$ cat config.mk
export PLATFORM = sky130hd
export DESIGN_NAME = inst_fetch_flat
export DESIGN_NICKNAME = d
export VERILOG_FILES = /design/src/rtl/inst_fetch_if.sv /design/src/rtl/inst_fetch.sv /design/src/flat_wrapper.sv
export SDC_FILE = /design/constraint.sdc
export NUM_CORES = 1
export LEC_CHECK = 0
export BUFFER_PORTS_ARGS = -buffer_cell sky130_fd_sc_hd__buf_2
export CORE_ASPECT_RATIO = 0.7
export CORE_MARGIN = 2
export CORE_UTILIZATION = 40
export DETAILED_ROUTE_END_ITERATION = 12
export PLACE_DENSITY_LB_ADDON = 0.2
export SLEW_MARGIN = 20
export SYNTH_ARGS = -nofsm -noshare
export SYNTH_HDL_FRONTEND = slang
export SYNTH_SLANG_ARGS = --single-unit
export TNS_END_PERCENT = 20
$ cat constraint.sdc
create_clock -name clk -period 4.67 [get_ports clk]
set_input_delay 0.934 -clock clk [delete_from_list [all_inputs] [get_ports clk]]
set_output_delay 0.934 -clock clk [all_outputs]
set_load 0.02 [all_outputs]
$ cat src/rtl/inst_fetch_if.sv
// Fetch-unit bus: instruction-memory request/response channel, the
// decode-side instruction handshake and the execute-side redirect.
interface inst_fetch_if #(
   parameter int unsigned nbit = 32
);
   logic            imem_req_valid;
   logic            imem_req_ready;
   logic [nbit-1:0] imem_addr;
   logic            imem_rsp_valid;
   logic [nbit-1:0] imem_rsp_data;
   logic            inst_valid;
   logic            inst_ready;
   logic [nbit-1:0] inst;
   logic [nbit-1:0] inst_pc;
   logic            PCSel;
   logic [nbit-1:0] alu_target;

   // Fetch unit side
   modport master (
      output imem_req_valid, imem_addr, inst_valid, inst, inst_pc,
      input  imem_req_ready, imem_rsp_valid, imem_rsp_data,
             inst_ready, PCSel, alu_target
   );

   // Memory / decode / execute side
   modport slave (
      input  imem_req_valid, imem_addr, inst_valid, inst, inst_pc,
      output imem_req_ready, imem_rsp_valid, imem_rsp_data,
             inst_ready, PCSel, alu_target
   );
endinterface

$ cat src/rtl/inst_fetch.sv
// Instruction fetch unit: owns the PC, issues in-order word requests,
// buffers {pc, inst} pairs and flushes everything stale on a redirect.
module inst_fetch #(
   parameter int unsigned    nbit     = 32,
   parameter logic [nbit-1:0] RESET_PC = '0,
   parameter int unsigned    DEPTH    = 4
) (
   input logic        clk,
   input logic        rst_n,
   inst_fetch_if.master bus
);
   localparam int unsigned AW = $clog2(DEPTH);
   localparam int unsigned CW = $clog2(DEPTH + 1);
   localparam logic [nbit-1:0] NOP = nbit'(32'h0000_0013);

   logic [nbit-1:0] fetch_pc_q, fetch_pc_d;
   logic [nbit-1:0] rsp_pc_q, rsp_pc_d;
   logic [CW-1:0]   out_cnt_q, out_cnt_d;
   logic [CW-1:0]   drop_cnt_q, drop_cnt_d;
   logic [CW-1:0]   cnt_q, cnt_d;
   logic [AW-1:0]   rd_ptr_q, rd_ptr_d;
   logic [AW-1:0]   wr_ptr_q, wr_ptr_d;
   logic [nbit-1:0] pc_mem   [DEPTH];
   logic [nbit-1:0] inst_mem [DEPTH];

   logic            head_valid;
   logic            pop;
   logic            redirect;
   logic [CW:0]     credit_sum;
   logic            req_valid;
   logic            req_fire;
   logic            rsp_ok;
   logic            push;
   logic [nbit-1:0] target;

   // Handshake decode and credit: outstanding plus buffered, net of this cycle's pop
   always_comb begin
      head_valid = (cnt_q != '0);
      pop        = head_valid && bus.inst_ready;
      redirect   = pop && bus.PCSel;
      credit_sum = {1'b0, out_cnt_q} + {1'b0, cnt_q} - {{CW{1'b0}}, pop};
      req_valid  = rst_n && (credit_sum < (CW+1)'(DEPTH));
      req_fire   = req_valid && bus.imem_req_ready;
      rsp_ok     = bus.imem_rsp_valid && (out_cnt_q != '0);
      push       = rsp_ok && (drop_cnt_q == '0) && !redirect;
      target     = bus.alu_target & ~nbit'(3);
   end

   // Next-state: normal fetch/response accounting, overridden by a redirect
   always_comb begin
      fetch_pc_d = fetch_pc_q;
      rsp_pc_d   = rsp_pc_q;
      drop_cnt_d = drop_cnt_q;
      rd_ptr_d   = rd_ptr_q;
      wr_ptr_d   = wr_ptr_q;
      out_cnt_d  = out_cnt_q + CW'(req_fire) - CW'(rsp_ok);
      cnt_d      = cnt_q + CW'(push) - CW'(pop);
      if (req_fire) fetch_pc_d = fetch_pc_q + nbit'(4);
      if (rsp_ok && (drop_cnt_q != '0)) drop_cnt_d = drop_cnt_q - CW'(1);
      if (push) begin
         rsp_pc_d = rsp_pc_q + nbit'(4);
         wr_ptr_d = wr_ptr_q + AW'(1);
      end
      if (pop) rd_ptr_d = rd_ptr_q + AW'(1);
      // Every request still unanswered after this cycle (including one accepted
      // now at the old PC) is stale; a response arriving now is simply not pushed.
      if (redirect) begin
         fetch_pc_d = target;
         rsp_pc_d   = target;
         drop_cnt_d = out_cnt_d;
         cnt_d      = '0;
         rd_ptr_d   = '0;
         wr_ptr_d   = '0;
      end
   end

   // Control state registers
   always_ff @(posedge clk or negedge rst_n) begin
      if (!rst_n) begin
         fetch_pc_q <= RESET_PC;
         rsp_pc_q   <= RESET_PC;
         out_cnt_q  <= '0;
         drop_cnt_q <= '0;
         cnt_q      <= '0;
         rd_ptr_q   <= '0;
         wr_ptr_q   <= '0;
      end else begin
         fetch_pc_q <= fetch_pc_d;
         rsp_pc_q   <= rsp_pc_d;
         out_cnt_q  <= out_cnt_d;
         drop_cnt_q <= drop_cnt_d;
         cnt_q      <= cnt_d;
         rd_ptr_q   <= rd_ptr_d;
         wr_ptr_q   <= wr_ptr_d;
      end
   end

   // Buffer storage write; contents are qualified by cnt_q so need no reset
   always_ff @(posedge clk) begin
      if (push) begin
         pc_mem[wr_ptr_q]   <= rsp_pc_q;
         inst_mem[wr_ptr_q] <= bus.imem_rsp_data;
      end
   end

   // Outputs: registered PC and buffer head, NOP/0 when the buffer is empty
   always_comb begin
      bus.imem_req_valid = req_valid;
      bus.imem_addr      = fetch_pc_q;
      bus.inst_valid     = head_valid;
      bus.inst           = head_valid ? inst_mem[rd_ptr_q] : NOP;
      bus.inst_pc        = head_valid ? pc_mem[rd_ptr_q] : '0;
   end
endmodule

$ cat src/flat_wrapper.sv
// flat-port wrapper written by rule: the top's interface ports become plain ports
module inst_fetch_flat 
#(
   parameter int unsigned    nbit     = 32,
   parameter logic [nbit-1:0] RESET_PC = '0,
   parameter int unsigned    DEPTH    = 4
)
  (clk, rst_n, bus_imem_req_valid, bus_imem_addr, bus_inst_valid, bus_inst, bus_inst_pc, bus_imem_req_ready, bus_imem_rsp_valid, bus_imem_rsp_data, bus_inst_ready, bus_PCSel, bus_alu_target);
  inst_fetch_if #(.nbit(nbit)) bus_i ();
  input logic clk;
  input logic rst_n;
  output wire logic [$bits(bus_i.imem_req_valid)-1:0] bus_imem_req_valid;
  output wire logic [$bits(bus_i.imem_addr)-1:0] bus_imem_addr;
  output wire logic [$bits(bus_i.inst_valid)-1:0] bus_inst_valid;
  output wire logic [$bits(bus_i.inst)-1:0] bus_inst;
  output wire logic [$bits(bus_i.inst_pc)-1:0] bus_inst_pc;
  input wire logic [$bits(bus_i.imem_req_ready)-1:0] bus_imem_req_ready;
  input wire logic [$bits(bus_i.imem_rsp_valid)-1:0] bus_imem_rsp_valid;
  input wire logic [$bits(bus_i.imem_rsp_data)-1:0] bus_imem_rsp_data;
  input wire logic [$bits(bus_i.inst_ready)-1:0] bus_inst_ready;
  input wire logic [$bits(bus_i.PCSel)-1:0] bus_PCSel;
  input wire logic [$bits(bus_i.alu_target)-1:0] bus_alu_target;
  assign bus_imem_req_valid = bus_i.imem_req_valid;
  assign bus_imem_addr = bus_i.imem_addr;
  assign bus_inst_valid = bus_i.inst_valid;
  assign bus_inst = bus_i.inst;
  assign bus_inst_pc = bus_i.inst_pc;
  assign bus_i.imem_req_ready = bus_imem_req_ready;
  assign bus_i.imem_rsp_valid = bus_imem_rsp_valid;
  assign bus_i.imem_rsp_data = bus_imem_rsp_data;
  assign bus_i.inst_ready = bus_inst_ready;
  assign bus_i.PCSel = bus_PCSel;
  assign bus_i.alu_target = bus_alu_target;
  inst_fetch #(.nbit(nbit), .RESET_PC(RESET_PC), .DEPTH(DEPTH)) u_core (.clk(clk), .rst_n(rst_n), .bus(bus_i));
endmodule
# Word-level counts from Yosys, hierarchy flattened

Memories as Yosys holds them, arrays and structs flattened.
Cells that the tools add are included.
W data, S select, Z words.

Flip-flop bits (word level): 77
Latch bits: 0
Memory bits (writable): 256
Memory bits (read-only): 0
Bits of input ports: 70
Output and inout port bits: 98
Logic and storage cells: 53
Memories: 2

Add/sub/neg operators: 11
$mul: 0
Divide/modulo/power cells: 0
$lt $le $gt $ge: 1
Equality and inequality tests: 0
Shift-type cells: 0
Mux-type cells: 15
Bitwise gates (word level): 0
Reduce and logical (&&, ||, !) cells: 17

Memories:

| name            | words | width | rd ports | clocked after Yosys merged registers in | write ports | line             | source |
|---|---|---|---|---|---|---|---|
| u_core.inst_mem | 4     | 32    | 1        | 0                                       | 1           | inst_fetch.sv:24 | `logic [nbit-1:0] inst_mem [DEPTH];` |
| u_core.pc_mem   | 4     | 32    | 1        | 0                                       | 1           | inst_fetch.sv:23 | `logic [nbit-1:0] pc_mem [DEPTH];` |

Operator list:

| operator                | number |
|---|---|
| $mux W32                | 6 |
| $add A32 B3 Y32 const B | 2 |
| $mux W3                 | 3 |
| $reduce_bool A3 Y1      | 3 |
| $logic_and A1 B1 Y1     | 8 |
| $mux W2                 | 4 |
| $reduce_bool A2 Y1      | 4 |
| $add A3 B1 Y3           | 2 |
| $sub A3 B1 Y3           | 2 |
| $add A2 B1 Y2 const B   | 2 |
| $add A3 B3 Y4           | 1 |
| $lt A4 B3 Y1 const B    | 1 |
| $sub A4 B1 Y4           | 1 |
| $logic_not A3 Y1        | 1 |
| $sub A3 B1 Y3 const B   | 1 |
| $mux W1                 | 2 |
| $logic_not A1 Y1        | 1 |

# Longest topological paths before layout

Depth in word-level cells: 9
Depth in mapped cells: 17
Gate-level depth less buffers: 15

# Worst setup path before layout

OpenSTA, ideal clock, no wires.

Path type: reg2reg
Start point: register u_core.cnt_q[0]
End point: register u_core.drop_cnt_q[2]
Setup time: 136 ps
Arrival: 3,581 ps
Required time: 4,534 ps
Path slack: 952 ps
Cell stages (with the launch flop): 18
Path buffers: 2
Period minus slack after synthesis: 3,718 ps
Cell sequence: dfrtp_1 > nor3_1 > inv_1 > nand3_1 > ha_1 > and2_1 > a221oi_2 > o21ai_2 > buf_6 > clkbuf_1 > inv_1 > ha_1 > inv_1 > fa_1 > xnor2_1 > xnor2_1 > nand2_1 > o21ai_0

Longest elaborated chain between the ends: 9
Elaborated cells between the ends (all ways): 12
Those cells by class: 4 x add/sub; 1 x order compare; 1 x mux; 6 x reduce/logical

Ends and longest elaborated chain:

| element                       | line               | source |
|---|---|---|
| start, declared               | inst_fetch.sv:20   | `logic [CW-1:0] cnt_q, cnt_d;` |
| start signal, assigned        | inst_fetch.sv:92   | `cnt_q <= cnt_d;` |
| $reduce_bool A3 Y1            | inst_fetch.sv:38   | `head_valid = (cnt_q != '0);` |
| named net bus_inst_valid      | flat_wrapper.sv:14 | `output wire logic [$bits(bus_i.inst_valid)-1:0] bus_inst_valid;` |
| $logic_and A1 B1 Y1           | inst_fetch.sv:39   | `pop = head_valid && bus.inst_ready;` |
| $sub A4 B1 Y4                 | inst_fetch.sv:41   | `credit_sum = {1'b0, out_cnt_q} + {1'b0, cnt_q} - {{CW{1'b0}}, pop};` |
| $lt A4 B3 Y1                  | inst_fetch.sv:42   | `req_valid = rst_n && (credit_sum < (CW+1)'(DEPTH));` |
| $logic_and A1 B1 Y1           | inst_fetch.sv:42   |  |
| $logic_and A1 B1 Y1           | inst_fetch.sv:43   | `req_fire = req_valid && bus.imem_req_ready;` |
| $add A3 B1 Y3                 | inst_fetch.sv:56   | `out_cnt_d = out_cnt_q + CW'(req_fire) - CW'(rsp_ok);` |
| $sub A3 B1 Y3                 | inst_fetch.sv:56   |  |
| named net u_core.out_cnt_d[2] | inst_fetch.sv:18   | `logic [CW-1:0] out_cnt_q, out_cnt_d;` |
| $mux W3                       | inst_fetch.sv:67   | `if (redirect) begin` |
| end signal, assigned          | inst_fetch.sv:91   | `drop_cnt_q <= drop_cnt_d;` |
| end, declared                 | inst_fetch.sv:19   | `logic [CW-1:0] drop_cnt_q, drop_cnt_d;` |

The timed path passes the listed nets, and every way through them passes these cells.
A chain may end at the register's enable or synchronous reset.

# Worst setup path in the final report

Start point: register u_core.cnt_q[2]
End point: output port bus_imem_req_valid

Longest elaborated chain between the ends: 5
Elaborated cells between the ends (all ways): 6
Those cells by class: 2 x add/sub; 1 x order compare; 3 x reduce/logical

Ends and longest elaborated chain:

| element                                               | line               | source |
|---|---|---|
| branches (longest 2 deep; another with $add A3 B3 Y4) | n/a                |  |
| $sub A4 B1 Y4 (*)                                     | inst_fetch.sv:41   |  |
| $lt A4 B3 Y1 (*)                                      | inst_fetch.sv:42   |  |
| $logic_and A1 B1 Y1 (*)                               | inst_fetch.sv:42   |  |
| end, declared                                         | flat_wrapper.sv:12 | `output wire logic [$bits(bus_i.imem_req_valid)-1:0] bus_imem_req_valid;` |

Every way passes the cells marked *.

==> impl_metrics.tcl <==
set metrics [dict create \
    gp_congestion 0.773 \
    dr_wl_met2_mm 13.9 \
    crit_fanout 7 \
    die_area_mm2 0.0357 \
    yosys_most_used_dff "edfxtp_1" \
    area_growth_pct 18.5 \
    fin_crit_sh 0.879 \
    start_util 0.407 \
    first_pass_iters 5 \
    insertion_delay_ps 520 \
    syn-instance-count 880 \
    top_layer_used "met4" \
    yosys.area_share.simple 0.104 \
    ant_nets 0 \
    synth_top_family_by_area "multiplexers" \
    p_seq_frac 0.409 \
    grt_pass1_wl_mm 46.8 \
    via_count 8130 \
    finalSetupViolations 0 \
    fmax_ghz 0.244 \
    wl_mm 30.8 \
    worst_slew_pin_slew_ps 972 \
    final-max-slew-violation-count 0 \
    setup_slack_ps 567 \
    root_buffer "clkbuf_16" \
    synth_area_mm2 0.0137 \
    worstSetupEndpointType "output port" \
    wl_met3_mm 1.58 \
    drt_iter0_markers 659 \
    numCtsBuffers 34 \
    p_int_uw 6770 \
    muxShareOfSynthArea 0.105 \
    synthAdderAreaFrac 0.0167 \
    powerDensity_mw_per_mm2 653 \
    ff2ff_path_depth 15 \
    p_comb_frac 0.331 \
    post_cts.repair.setup_buffers 0 \
    nFillCells 2883 \
    ys_warn_count 0 \
    maxCapViolations 0 \
    io_pins 168 \
    cts_resized 0 \
    gr-total-overflow 0 \
    ys_seq_area_frac 0.678 \
    grtUsageTotal 0.172 \
    synthArstFlopShare 0.227 \
    tns_ps 0 \
    crit_arrival_ps 3170 \
    ir_worst_vdd_v 0.000294 \
    clock_path_buffers 3 \
    p_leak_uw 0.00572 \
    fin_nets 1136 \
    grt_max_degree 95 \
    p_sw_uw 3810 \
    core-area_mm2 0.0336 \
    synth_xor_area_frac 0.0237 \
    n_antenna_cell 0 \
    cts_tree "done" \
    clkTransAtPathRegs_ps 60 \
    port_buffers 161 \
    numClockSinks 321 \
    worstHoldPathType "in2async" \
    synth-seq-cells 321 \
    grt_pass1_vias 7991 \
    status "completed" \
    criticalPathCategory "reg2out" \
    antenna_found_initial 1 \
    postSynthAreaPerCell_um2 15.5 \
    pre_cts_ws_ps 838 \
    clockPowerShare 0.260 \
    start_kind "register" \
    drc 0 \
    rows 56 \
    rsz0062_at_grt "no" \
    ys_types 49 \
    synth-edff-count 248 \
    period_minus_slack_ps 4100 \
    drive_above_1_share 0.287 \
    crit_required_ps 3740 \
    post_drt_wl_per_cell_um 20.4 \
    slew-limit-headroom 0.347 \
    cts-htree-levels 2 \
    switching_share 0.360 \
    postCtsHoldBufs 0 \
    die_w_um 225 \
    skew_ps 15.3 \
    wirelength_met1_mm 14.9 \
    synth_compound_area_frac 0.0506 \
    post-dp-hpwl_mm 19.6 \
    die_h_um 159 \
    hold_viol 0 \
    vias_per_cell 5.39 \
]
## flip-flops by register name, summed over array words and instances (netlist names)
signal and flops:
u_core.inst_mem 128, u_core.pc_mem 120, u_core.bus.imem_addr 30, u_core.rsp_pc_q 30, u_core.cnt_q 3, u_core.drop_cnt_q 3
u_core.out_cnt_q 3, u_core.rd_ptr_q 2, u_core.wr_ptr_q 2
## synth_stat cells, drive strengths merged, types with 2 or more instances
library cell / n / area (µm²)
and3: 10 / 62.6
buf: 17 / 95.1
xor2: 20 / 175
mux4: 62 / 1400
nor3: 7 / 35.0
nor2: 46 / 173
or2: 6 / 37.5
nand2: 31 / 116
or4b: 3 / 33.8
inv: 25 / 93.8
nand3: 32 / 160
or4: 15 / 113
o211ai: 3 / 22.5
a21o: 2 / 16.3
a211oi: 4 / 30.0
nor4: 5 / 31.3
nand4: 15 / 93.8
clkbuf: 28 / 105
and2: 9 / 56.3
or3: 12 / 75.1
edfxtp: 248 / 7450
o311ai: 3 / 26.3
o21ai: 18 / 93.8
xnor2: 17 / 149
nor2b: 60 / 375
o31ai: 16 / 120
ha: 15 / 188
a31oi: 26 / 163
fa: 2 / 40.0
mux2i: 3 / 30.0
nand2b: 2 / 12.5
nand4b: 2 / 17.5
and4: 3 / 26.3
dfrtp: 73 / 1830
a21oi: 33 / 165
## metrics by stage
| step | hold WS (ps) | utilization | total power [µW] | cell area, µm² | instances |
|---|---|---|---|---|---|
| 6_report | 505 | 0.483 | 10600 | 16200 | 1508 |
| 5_1_grt | 541 | 0.483 | 11200 | 16200 | 1508 |
| 4_1_cts | 508 | 0.483 | 10700 | 16200 | 1508 |
| 3_5_place_dp | 516 | 0.449 | 7910 | 15100 | 1448 |
| 3_3_place_gp | 515 | 0.449 | 7860 | 15100 | 1448 |
| 2_1_floorplan | 474 | - | 6640 | 13700 | 883 |
## cell families after synthesis
logic type,Yosys count
fa+ha+maj,17
buf+inv,70
compound gates,110
flops,321
other cells,1
simple gates,258
mux,66
xor+xnor,37
## cell type report
class,count,area (µm²),share of cell area
Tap cell,435,544,0.0336
Clock buffer,41,941,0.0581
Sequential cell,321,9280,0.573
Multi-Input combinational cell,492,4150,0.256
Clock inverter,19,195,0.0120
Inverter,25,93.8,0.00579
Timing Repair Buffer,175,1000,0.0618
## worst paths after layout
check	start	to	slack, ps
worst max-delay path	u_core.cnt_q[2]$_DFF_PN0_	bus_imem_req_valid	570
worst min-delay path	rst_n	u_core.bus.imem_addr[2]$_DFFE_PN0P_	510
worst max register to register	u_core.cnt_q[2]$_DFF_PN0_	u_core.drop_cnt_q[2]$_DFFE_PN0P_	1000
worst min register to register	u_core.out_cnt_q[2]$_DFF_PN0_	u_core.out_cnt_q[2]$_DFF_PN0_	520
max in group asynchronous	rst_n	u_core.rd_ptr_q[0]$_DFFE_PN0P_	3750
min in group clk	u_core.out_cnt_q[2]$_DFF_PN0_	u_core.out_cnt_q[2]$_DFF_PN0_	520
## power by group through the flow
stage | logic, µW | registers [µW] | clock network, µW
4_1_cts | 3540 | 4330 | 2830
5_1_grt | 3830 | 4410 | 2940
3_3_place_gp | 3500 | 4360 | 0
6_report | 3500 | 4320 | 2750
3_5_place_dp | 3530 | 4380 | 0
2_1_floorplan | 2400 | 4240 | 0
## critical path, stage by stage (launching register included)
cell and delay [ps]:
dfrtp_1 470, inv_1 70, ha_1 270, inv_1 40
ha_1 320, or4b_4 530, a221oi_2 400, nor2_1 210
inv_1 150, buf_2 170
## cells in the final DEF, fill, tap and decap left out, types with 16 or more instances in the layout
cell type	n
buf_2	160
nand3_1	32
dfrtp_1	71
nor2_1	46
nand2_1	31
xor2_1	20
a21oi_1	33
o31ai_1	16
inv_1	25
xnor2_1	17
a31oi_1	26
clkbuf_16	37
nor2b_1	60
edfxtp_1	248
o21ai_0	17
mux4_2	62
## layer usage
metal	global-route usage	vias to the layer above
li1	-	3740
met1	0.257	4139
met2	0.259	207
met3	0.0341	44
met4	0.0454	0
met5	0	-
(Power assumes the default switching activity.)
